`config.mk`:
```
export PLATFORM = sky130hd
export DESIGN_NAME = step_sequencer
export DESIGN_NICKNAME = d
export VERILOG_FILES = /design/src/rtl/ddr_pkg.sv /design/src/rtl/step_rom.sv /design/src/rtl/step_sequencer.sv
export SDC_FILE = /design/constraint.sdc
export NUM_CORES = 1
export LEC_CHECK = 0
export ABC_CLOCK_PERIOD_IN_PS = 2800
export CAP_MARGIN = 20
export CORE_MARGIN = 5
export CORE_UTILIZATION = 55
export DETAILED_ROUTE_END_ITERATION = 12
export PLACE_DENSITY_LB_ADDON = 0.05
export SLEW_MARGIN = 5
export SYNTH_ARGS = -nofsm -noshare
export SYNTH_HDL_FRONTEND = slang
export SYNTH_SLANG_ARGS = --single-unit
```
`constraint.sdc`:
```
create_clock -name clk -period 2.8 [get_ports clk]
set_input_delay 0.56 -clock clk [delete_from_list [all_inputs] [get_ports clk]]
set_output_delay 0.56 -clock clk [all_outputs]
set_load 0.05 [all_outputs]
```
`src/rtl/ddr_pkg.sv`:
```
// Shared types and constants for the step-feed path into the 8-deep step shift register.
package ddr_pkg;

    typedef enum logic [2:0] {
        IDLE  = 3'd0,
        PLAY  = 3'd1,
        PAUSE = 3'd2,
        DRAIN = 3'd3,
        DONE  = 3'd4
    } seq_state_t;

    localparam int STEP_W   = 4;
    localparam int SR_DEPTH = 8;

endpackage

```
`src/rtl/step_rom.sv`:
```
// Song ROM: one STEP_W-bit step per address, synchronous read with one cycle of latency.
// The contents come from the ROM_INIT vector.
module step_rom
    import ddr_pkg::*;
#(
    parameter int                             ADDR_W   = 6,
    parameter bit                             USE_FILE = 1'b0,
    parameter string                          ROM_FILE = "song.hex",
    parameter logic [(2**ADDR_W)*STEP_W-1:0]  ROM_INIT = '0
) (
    input  logic              clk,
    input  logic [ADDR_W-1:0] addr,
    output logic [STEP_W-1:0] data
);

    always_ff @(posedge clk) begin
        data <= ROM_INIT[addr*STEP_W +: STEP_W];
    end

endmodule

```
`src/rtl/step_sequencer.sv`:
```
// Beat-paced feeder for the step shift register: plays the song ROM one step per beat,
// flushes the register with blank steps, then flags completion.
//
//   state | meaning
//   IDLE  | after reset, waiting for start
//   PLAY  | issuing ROM steps, one per beat
//   PAUSE | beat counter frozen, resumes into the remembered state
//   DRAIN | issuing blank steps to flush the shift register
//   DONE  | song finished, songDone high until the next start
module step_sequencer
    import ddr_pkg::*;
#(
    parameter int                             BEAT_TICKS   = 12_000_000,
    parameter int                             SONG_LEN     = 64,
    parameter int                             ADDR_W       = 6,
    parameter int                             DRAIN_STEPS  = SR_DEPTH,
    parameter bit                             USE_ROM_FILE = 1'b0,
    parameter string                          ROM_FILE     = "song.hex",
    parameter logic [(2**ADDR_W)*STEP_W-1:0]  ROM_INIT     = '0
) (
    input  logic              clk,
    input  logic              reset,
    input  logic              start,
    input  logic              pauseTgl,
    output logic              stepEn,
    output logic [STEP_W-1:0] inputStep,
    output logic [ADDR_W-1:0] beatIdx,
    output logic              playing,
    output logic              songDone
);

    localparam int CNT_W = $clog2(BEAT_TICKS);
    localparam int DC_W  = $clog2(DRAIN_STEPS + 1);

    localparam logic [CNT_W-1:0]  CNT_MAX    = CNT_W'(BEAT_TICKS - 1);
    localparam logic [ADDR_W-1:0] LAST_IDX   = ADDR_W'(SONG_LEN - 1);
    localparam logic [DC_W-1:0]   DRAIN_LAST = DC_W'(DRAIN_STEPS - 1);

    seq_state_t        state_q, state_d;
    seq_state_t        resume_q, resume_d;
    seq_state_t        post_beat;
    logic [CNT_W-1:0]  cnt_q;
    logic [DC_W-1:0]   drain_cnt_q;
    logic [STEP_W-1:0] rom_data;
    logic              running;
    logic              beat;
    logic              start_ok;

    step_rom #(
        .ADDR_W   (ADDR_W),
        .USE_FILE (USE_ROM_FILE),
        .ROM_FILE (ROM_FILE),
        .ROM_INIT (ROM_INIT)
    ) u_rom (
        .clk  (clk),
        .addr (beatIdx),
        .data (rom_data)
    );

    always_ff @(posedge clk or posedge reset) begin
        if (reset) begin
            state_q  <= IDLE;
            resume_q <= PLAY;
        end else begin
            state_q  <= state_d;
            resume_q <= resume_d;
        end
    end

    always_comb begin
        state_d   = state_q;
        resume_d  = resume_q;
        post_beat = state_q;
        running   = (state_q == PLAY) || (state_q == DRAIN);
        beat      = running && (cnt_q == CNT_MAX);
        start_ok  = 1'b0;

        case (state_q)
            IDLE, DONE: begin
                if (start) begin
                    start_ok = 1'b1;
                    state_d  = PLAY;
                end
            end
            PLAY, DRAIN: begin
                if (beat && state_q == PLAY && beatIdx == LAST_IDX) begin
                    post_beat = DRAIN;
                end
                if (beat && state_q == DRAIN && drain_cnt_q == DRAIN_LAST) begin
                    post_beat = DONE;
                end
                state_d = post_beat;
                // A toggle landing on the final drain beat has nothing left to pause.
                if (pauseTgl && post_beat != DONE) begin
                    resume_d = post_beat;
                    state_d  = PAUSE;
                end
            end
            PAUSE: begin
                if (pauseTgl) begin
                    state_d = resume_q;
                end
            end
            default: state_d = IDLE;
        endcase
    end

    always_ff @(posedge clk or posedge reset) begin
        if (reset) begin
            cnt_q       <= '0;
            drain_cnt_q <= '0;
            beatIdx     <= '0;
            stepEn      <= 1'b0;
            inputStep   <= '0;
        end else begin
            stepEn <= beat;
            if (start_ok) begin
                cnt_q       <= '0;
                drain_cnt_q <= '0;
                beatIdx     <= '0;
                inputStep   <= '0;
            end else if (running) begin
                cnt_q <= beat ? '0 : cnt_q + CNT_W'(1);
                if (beat && state_q == PLAY) begin
                    inputStep <= rom_data;
                    if (beatIdx != LAST_IDX) begin
                        beatIdx <= beatIdx + ADDR_W'(1);
                    end
                end
                if (beat && state_q == DRAIN) begin
                    inputStep   <= '0;
                    drain_cnt_q <= drain_cnt_q + DC_W'(1);
                end
            end
        end
    end

    assign playing  = (state_q == PLAY) || (state_q == DRAIN);
    assign songDone = (state_q == DONE);

endmodule

```
==> flow_summary.toml, run 1 <==
[place]
dp_cells = 298
dpl.hpwl_um = 3220
io_buffers = 12
pre_cts_ws_ns = 0.184
gp_congestion = 0.810
post_dp_cell_area_um2 = 2370

[routing]
wl_per_cell_um = 14.3
drtIter0Drc = 120
vias = 1742
detail-route-antenna-nets = 0
drc = 0
viasPerCell = 5.69
dr.pass1.iters = 4
routed_wl_um = 4390

[worst_setup_path]
required_ns = 2.24
critPathLaunchType = "flip-flop"
cp-startpoint = "state_q[2]"
r2r_end = "beatIdx[5]"
regToRegSetupSlack_ns = 0.32
critical-path-top-delay-family = "buffers and inverters"
r2r-start = "state_q[2]"
worst-path-buf-inv = 3
critPathSlowestCell = "clkdlybuf4s50_1"
worstPathMaxFanout = 7
worstSetupPathType = "flip-flop to primary output"
critPathCaptureType = "primary output"
arrival_ns = 2.07
reg2reg_depth = 5
cp_cell_sequence = "nand2b_1 > buf_4 > clkinv_1 > clkdlybuf4s50_1"
max_stage_delay_ns = 0.83

[synth]
ys_ff_latch = 41
synth_compound_area_share_pct = 8.03
synth-simple-area-share_pct = 28.2
ys_types = 46
synthAdderAreaFrac_pct = 1.72
synth_common_cells = "dfrtp_1, nor2_1, nand2_1, xnor2_1, nand3_1"
yosysWarningCount = 0
synth_top_area_share_pct = 45.9
seq_area_frac_synth_pct = 47.1
ys_async_sr_fraction_pct = 100
synthCells = 239
synth-edff-count = 0
synth_top_cells_by_area = "dfrtp_1, xnor2_1, nor2_1, nand2_1, nand3_1"
yosys.area_share.xor_xnor_pct = 9.63
avgSynthCellArea_um2 = 9.13
yosysMostFrequentCell = "dfrtp_1"
syn_area_um2 = 2180
synthFlopType = "dfrtp_1"
synth_largest_area_cell = "dfrtp_1"
synth_top_family_by_area = "simple AND/OR/NAND/NOR gates"
synthMuxAreaShare_pct = 0.975

[layout]
area_delta_synth_final_pct = 14.2
finalNonFillerCells = 306
drive_gt1_share_pct = 8.53
design_area_um2 = 2490
nets = 264
final_util_pct = 66.5
insertedDiodeCount = 0

[cts]
cts_buffers = 5
postCtsResizedCells = 0
clkSinkCount = 41
cts_buffer_depth = 2
cts_setup_buffers = 0
clkTransAtPathRegs_ns = 0.08
htree_levels = 2
clk-insertion-delay-late_ns = 0.29
cts_tree = "done"
ctsHoldBuffers = 0
cts-root-buf = "clkbuf_8"

[flow_run]
cap_violations = 0

[global_route]
grt_pass1_vias = 1672
grt_max_degree = 23
antenna_found_initial = 0
groute.usage.overall_pct = 18.4
grt_pass1_wl_um = 7740
grt-ovfl-total = 0

[sta]
holdWs_ns = 0.516
final.setup.tns_ns = 0
final.period_utilization_pct = 93.9
clock-skew-final_ns = 0.00728
setup_viol = 0
rsz0062_at_grt = "no"
fin_ws_ns = 0.172
slew_headroom_pct = 51.0
hold_viol = 0
tightestPinTransition_ns = 0.734
fmax_mhz = 380
report.final.slew_viol_count = 0
fin_crit_ns = 2.63

[die]
initial_core_util_pct = 58.3
die_x_um = 73.0
rows = 22
core_um2 = 3740
die_area_um2 = 5330
top_level_ports = 17
die_y_um = 73.0

[power]
p_leak_nw = 1.06
p_per_area_nw_per_um2 = 610
ir_drop_mv = 0.387
fin_total_pwr_mw = 1.52

[min_path]
worstHoldStart = "resume_q[2]"
hold-path-cell-count = 1
hold_path_end = "resume_q[2]"
hp-class = "flip-flop to flip-flop"

[status]
status = "finished, final reports clean"
## cell families (layout without fill, tap and decap cells)
| logic type | Yosys count | count (layout) |
|---|---|---|
| compound gates | 28 | 28 |
| flops | 41 | 41 |
| fa+ha+maj | 3 | 3 |
| other cells | 1 | 4 |
| simple gates | 120 | 120 |
| xor+xnor | 24 | 24 |
| mux | 2 | 2 |
| buf+inv | 20 | 36 |
## metal layers
| metal | vias to the layer above | share of wire, % | GRT usage [%] |
|---|---|---|---|
| li1 | 861 | - | - |
| met1 | 840 | 47 | 25.8 |
| met2 | 33 | 47 | 28.4 |
| met3 | 8 | 4.3 | 3.72 |
| met4 | 0 | 1.5 | 6.15 |
| met5 | - | 0 | 0 |
## report_power, final
| part | internal, mW | leakage, nW | switching (mW) |
|---|---|---|---|
| clock network | 0.291 | 0.0585 | 0.200 |
| logic | 0.120 | 0.441 | 0.216 |
| registers | 0.635 | 0.561 | 0.0588 |
| total | 1.05 | 1.06 | 0.474 |
## sequential cells by signal (all words and copies together) (netlist names)
register / cells
beatIdx: 6
cnt_q: 24
drain_cnt_q: 4
resume_q: 3
state_q: 3
stepEn: 1
## worst max-delay path by stage
stage,end,slack (ns),depth (start not counted)
global route,playing,0.10,4
global placement,cnt_q[22],0.22,6
detailed placement,cnt_q[22],0.18,6
finish,playing,0.17,4
floorplan,beatIdx[5],0.38,7
CTS,playing,0.19,4
## worst reg2reg max path: cells and delay by family, from the launching register on
kind	cells	cell delay (ns)
simple gates	4	1.84
flops	1	0.44
compound gates	1	0.14
## layout make-up
cell class | count | area [µm²]
fill | 319 | 1250
multi-input combinational | 181 | 1070
sequential | 41 | 1030
timing repair buffer | 21 | 188
clock buffer | 7 | 86.3
tap | 48 | 60.1
clock inverter | 1 | 30.0
inverter | 7 | 26.3
## cell usage in the layout (no fill, tap or decap), types with 2 or more instances in the layout
| cell type | instances |
|---|---|
| dfrtp_1 | 40 |
| nor2_1 | 33 |
| nand2_1 | 22 |
| xnor2_1 | 19 |
| nand3_1 | 15 |
| clkdlybuf4s50_1 | 12 |
| a21oi_1 | 11 |
| nor3_1 | 9 |
| buf_4 | 9 |
| nor4_1 | 7 |
| o21ai_0 | 6 |
| inv_1 | 6 |
| clkbuf_8 | 6 |
| and3_1 | 5 |
| or3_1 | 5 |
| xor2_1 | 5 |
| conb_1 | 4 |
| nand2b_1 | 3 |
| and4_1 | 3 |
| nand4_1 | 3 |
| o31ai_1 | 3 |
| ha_1 | 3 |
| nor2b_1 | 2 |
| o2111ai_1 | 2 |
| nand3b_1 | 2 |
| or4_1 | 2 |
| or2_2 | 2 |
Note: power is estimated with default switching activity, not from simulation.
==> run 2: changes to the inputs <==
- SYNTH_HIERARCHICAL: not set -> 1
==> run 2 against run 1 <==
Effect of this change: hold slack worse by 0.0039 ns; power is 13% higher; via count is 6.3% higher; clock-buffer cell count is 2 lower; first-iteration DRC count is 36% higher; sequential power is 5.9% higher; die area is 5.7% higher; routed wire length is 9.5% higher; global-route usage is 0.45 points higher; critical path depth is 1 lower; synthesized cell count is 2.9% higher; sequential cell count is 4 higher; critical path type unchanged; largest cell class is now flip-flops and latches.
==> flow_summary.toml, run 2 <==
[routing]
routed_wl_um = 4800
viasPerCell = 5.84
wl_per_cell_um = 15.2
vias = 1852
drtIter0Drc = 163
dr.pass1.iters = 4
detail-route-antenna-nets = 0
drc = 0

[die]
top_level_ports = 17
die_y_um = 75.0
die_x_um = 75.0
initial_core_util_pct = 57.3
rows = 23
core_um2 = 4060
die_area_um2 = 5630

[power]
clkPwrFrac_pct = 33.9
p_leak_nw = 1.15
netSwitchingFraction_pct = 31.0
p_seq_share_pct = 43.0
ir_drop_mv = 0.460
p_per_area_nw_per_um2 = 640
p_comb_share_pct = 23.1
switchingPower_uw = 530
internal_power_mw = 1.18

[cts]
postCtsResizedCells = 0
cts_tree = "done"
clk-insertion-delay-late_ns = 0.30
cts-root-buf = "clkbuf_8"
cts_buffer_depth = 2
htree_levels = 2
clkTransAtPathRegs_ns = 0.08
ctsHoldBuffers = 0
cts_setup_buffers = 0
clkSinkCount = 45
cts_buffers = 5

[status]
status = "finished, final reports clean"

[synth]
synth_top_cells_by_area = "dfrtp_1, xnor2_1, nor2_1, nand3_1, nand2_1"
yosysMostFrequentCell = "dfrtp_1"
synthFlopType = "dfrtp_1"
syn_area_um2 = 2330
yosysWarningCount = 6
ys_async_sr_fraction_pct = 100
ys_types = 48
ys_ff_latch = 45
synth_top_area_share_pct = 47.3
seq_area_frac_synth_pct = 48.5
synthCells = 246
synth_largest_area_cell = "dfrtp_1"
avgSynthCellArea_um2 = 9.46
synth-edff-count = 0
synth_common_cells = "dfrtp_1, nor2_1, nand2_1, nand3_1, xnor2_1"

[layout]
mostFrequentLayoutCells = "dfrtp_1, nor2_1, nand2_1"
insertedDiodeCount = 0
finalNonFillerCells = 317
nets = 273
final_common_cell = "dfrtp_1"
drive_gt1_share_pct = 7.87
largest_register_ff_count = 24
top_regs = "cnt_q (24), beatIdx (6)"
regMostFlops = "cnt_q"
area_delta_synth_final_pct = 15.0

[global_route]
grt_pass1_wl_um = 8000
grt_max_degree = 46
antenna_found_initial = 0
grt-ovfl-total = 0
grt_pass1_vias = 1665
groute.usage.overall_pct = 18.8

[min_path]
hp-class = "flip-flop to flip-flop"

[sta]
tightestPinTransition_ns = 0.632
final.period_utilization_pct = 92.0
setup_viol = 0
clock-skew-final_ns = 0.00635
final.setup.tns_ns = 0
fmax_mhz = 388
rsz0062_at_grt = "no"
report.final.slew_viol_count = 0
slew_headroom_pct = 57.7
fin_crit_ns = 2.58
hold_viol = 0

[flow_run]
cap_violations = 0

[worst_setup_path]
critPathLaunchType = "flip-flop"
worstPathMaxFanout = 10
critPathCaptureType = "primary output"
arrival_ns = 2.02
worstSetupPathType = "flip-flop to primary output"
required_ns = 2.24

[place]
gp_congestion = 0.877
dpl.hpwl_um = 3370
io_buffers = 16
dp_cells = 309
-- run 2: layout make-up --
cell class	instances	area, µm²
fillers	328	1380
flip-flops and latches	45	1130
multi-input cells	185	1120
repair buffers	22	205
clock buffers	5	68.8
clock inverters	3	65.1
well taps	50	62.6
inverters	7	26.3
-- run 2: per-stage QoR --
step                      util (%)  hold slack, ns  power (mW)  setup slack, ns  instance area [µm²]
after floorplan                  -           0.465        1.03            0.639                 2340
after global placement        62.6           0.488        1.14            0.266                 2540
after detailed placement      62.6           0.495        1.14            0.227                 2540
after CTS                     65.9           0.518        1.72            0.225                 2670
after global routing          65.9           0.548        1.80            0.166                 2670
final                         65.9           0.513        1.71            0.224                 2670
-- run 2: layer usage --
layer,routed length (µm),global-route usage (%),share of wire (%),vias to the layer above
met5,0,0,0,-
met4,44,4.74,0.92,0
met3,243,4.41,5.1,4
met2,2060,24.9,43,41
met1,2450,30.6,51,895
li1,-,-,-,912
-- run 2: logic make-up (layout without fill, tap and decap cells) --
group | Yosys count | count (layout) | share of synthesized area (%)
simple gates | 120 | 120 | 26.9
fa+ha+maj | 3 | 3 | 1.61
other cells | 1 | 4 | 0.161
xor+xnor | 22 | 22 | 8.28
compound gates | 33 | 33 | 9.31
mux | 3 | 3 | 1.34
buf+inv | 19 | 37 | 3.93
flops | 45 | 45 | 48.5
-- run 2: worst paths after layout --
path,start,end,slack (ns),depth (start not counted)
worst max-delay path,state_q[2],playing,0.22,3
worst min-delay path,drain_cnt_q[0],drain_cnt_q[0],0.51,1
worst max register to register,cnt_q[0],resume_q[1],0.46,6
worst min register to register,drain_cnt_q[0],drain_cnt_q[0],0.51,1
max in group asynchronous,reset,drain_cnt_q[1],1.69,3
min in group asynchronous,reset,cnt_q[20],0.72,3
-- run 2: power groups by stage --
stage               sequential, mW  combinational (mW)  clock (mW)
floorplan                    0.747               0.279           0
global placement             0.747               0.394           0
detailed placement           0.749               0.395           0
CTS                          0.735               0.395       0.589
global route                 0.742               0.437       0.622
finish                       0.735               0.396       0.579
-- run 2: critical path, cell delays in order (launching register included) --
cell	delay [ns]
dfrtp_1	0.44
nand2b_1	0.32
inv_1	0.15
clkdlybuf4s50_1	0.81
==> run 3: changes to the inputs <==
- ABC_AREA: not set -> 1
==> run 3 against run 2 <==
Effect of this change: first-iteration DRC count shrank 18%; setup slack better by 0.15 ns; critical path depth rose by 1.
==> flow_summary.toml, run 3 <==
[status]
status = "finished, final reports clean"

[sta]
report.final.slew_viol_count = 0
final.period_utilization_pct = 86.7
rsz0062_at_grt = "no"
slew_headroom_pct = 66.5
tightestPinTransition_ns = 0.500
clock-skew-final_ns = 0.0119
setup_viol = 0
fmax_mhz = 412
fin_crit_ns = 2.43
final.setup.tns_ns = 0
hold_viol = 0

[routing]
dr.pass1.iters = 5
routed_wl_um = 5330
drtIter0Drc = 133
vias = 2211
drc = 0
viasPerCell = 5.30
wl_per_cell_um = 12.8
detail-route-antenna-nets = 0

[min_path]
hold-path-cell-count = 2
hold_path_end = "resume_q[0]"
hp-class = "flip-flop to flip-flop"
worstHoldStart = "resume_q[0]"

[cts]
postCtsResizedCells = 0
htree_levels = 2
clk-insertion-delay-late_ns = 0.30
clkSinkCount = 45
cts_setup_buffers = 0
cts-root-buf = "clkbuf_8"
cts_buffer_depth = 2
cts_buffers = 5
cts_tree = "done"
clkTransAtPathRegs_ns = 0.08
ctsHoldBuffers = 0

[synth]
synth_common_cells = "nand2_1, inv_1, dfrtp_1, nor2_1, nand3_1"
synth_top_cells_by_area = "dfrtp_1, nand2_1, inv_1, nor2_1, nand3_1"
seq_area_frac_synth_pct = 43.8
ys_ff_latch = 45
yosysMostFrequentCell = "nand2_1"
synth_top_area_share_pct = 42.8
synthCells = 342
syn_area_um2 = 2570
ys_types = 31
synth-edff-count = 0
ys_async_sr_fraction_pct = 100
synth_largest_area_cell = "dfrtp_1"
avgSynthCellArea_um2 = 7.52
yosysWarningCount = 6
synthFlopType = "dfrtp_1"

[place]
gp_congestion = 0.907
dpl.hpwl_um = 3970
io_buffers = 16
post_dp_cell_area_um2 = 2790

[flow_run]
cap_violations = 0

[layout]
nets = 371
design_area_um2 = 2910
drive_gt1_share_pct = 8.22
insertedDiodeCount = 0
largest_register_ff_count = 24
area_delta_synth_final_pct = 12.9
regMostFlops = "cnt_q"
mostFrequentLayoutCells = "nand2_1, inv_1, dfrtp_1"
final_common_cell = "nand2_1"
top_regs = "cnt_q (24), beatIdx (6)"

[power]
p_per_area_nw_per_um2 = 660
ir_drop_mv = 0.607
fin_total_pwr_mw = 1.92
p_leak_nw = 1.44

[die]
die_y_um = 78.4
rows = 24
core_um2 = 4440
die_x_um = 78.4
initial_core_util_pct = 57.9
die_area_um2 = 6140
top_level_ports = 17

[global_route]
grt-ovfl-total = 0
grt_pass1_vias = 2168
grt_max_degree = 23
grt_pass1_wl_um = 9560
groute.usage.overall_pct = 19.1
antenna_found_initial = 0

[worst_setup_path]
regToRegSetupSlack_ns = 0.88
cp-startpoint = "state_q[1]"
critPathLaunchType = "flip-flop"
required_ns = 2.24
reg2reg_depth = 12
critPathCaptureType = "primary output"
r2r_end = "beatIdx[1]"
r2r-start = "cnt_q[0]"
arrival_ns = 1.87
worstSetupPathType = "flip-flop to primary output"
worstPathMaxFanout = 5
## run 3: cell types whose count changed after synthesis, sizes merged, moves of 5 or more
cell,before,now
nor3,6,20
nand2,21,83
xnor2,14,0
o21ai,5,13
inv,6,51
nand4,8,13
nor2,32,44
nand3,20,26
## run 3: area by class of cell
class,instances,area [µm²]
clock buffers,7,86.3
well taps,52,65.1
inverters,51,191
multi-input cells,241,1210
repair buffers,20,190
fillers,396,1540
clock inverters,1,30.0
flip-flops and latches,45,1130
## run 3: report_power, final
| group | leakage, nW | internal (mW) | switching (mW) |
|---|---|---|---|
| Combinational | 0.772 | 0.179 | 0.434 |
| Clock | 0.0585 | 0.291 | 0.211 |
| Sequential | 0.613 | 0.721 | 0.0802 |
| Total | 1.44 | 1.19 | 0.725 |
## run 3: cells by family after synthesis
| kind of cell | count (synthesis) | synth area share [%] |
|---|---|---|
| buf+inv | 59 | 9.39 |
| flops | 45 | 43.8 |
| compound gates | 33 | 7.83 |
| simple gates | 192 | 34.3 |
| xor+xnor | 9 | 3.06 |
| other cells | 1 | 0.146 |
| fa+ha+maj | 3 | 1.46 |
## run 3: worst max path at each step
stage	cells after the start	end
final	4	songDone
after global routing	4	songDone
after CTS	4	songDone
after detailed placement	6	cnt_q[19]
after global placement	6	cnt_q[21]
after floorplan	3	songDone
## run 3: metal layers
layer  track usage (%)  share of wire [%]  wire length, µm  vias up
li1                  -                  -                -     1146
met2              32.6                 47             2520       35
met5                 0                  0                0        -
met4              4.72               0.96               51        0
met3              4.23                2.7              146        5
met1              24.7                 49             2610     1025
## run 3: worst max-delay path: stages, from the launching register on
cell and delay, ns:
dfrtp_1 0.43, inv_1 0.14, nand2_1 0.10, nor2_1 0.10, clkdlybuf4s50_1 0.80
## run 3: per-stage QoR
step	instances	hold slack (ns)	util, %	worst slack (ns)
2_1_floorplan	345	0.433	-	0.980
3_5_place_dp	409	0.449	62.8	0.584
6_report	417	0.461	65.4	0.371
5_1_grt	417	0.476	65.4	0.250
4_1_cts	417	0.460	65.4	0.351
3_3_place_gp	409	0.449	62.8	0.658
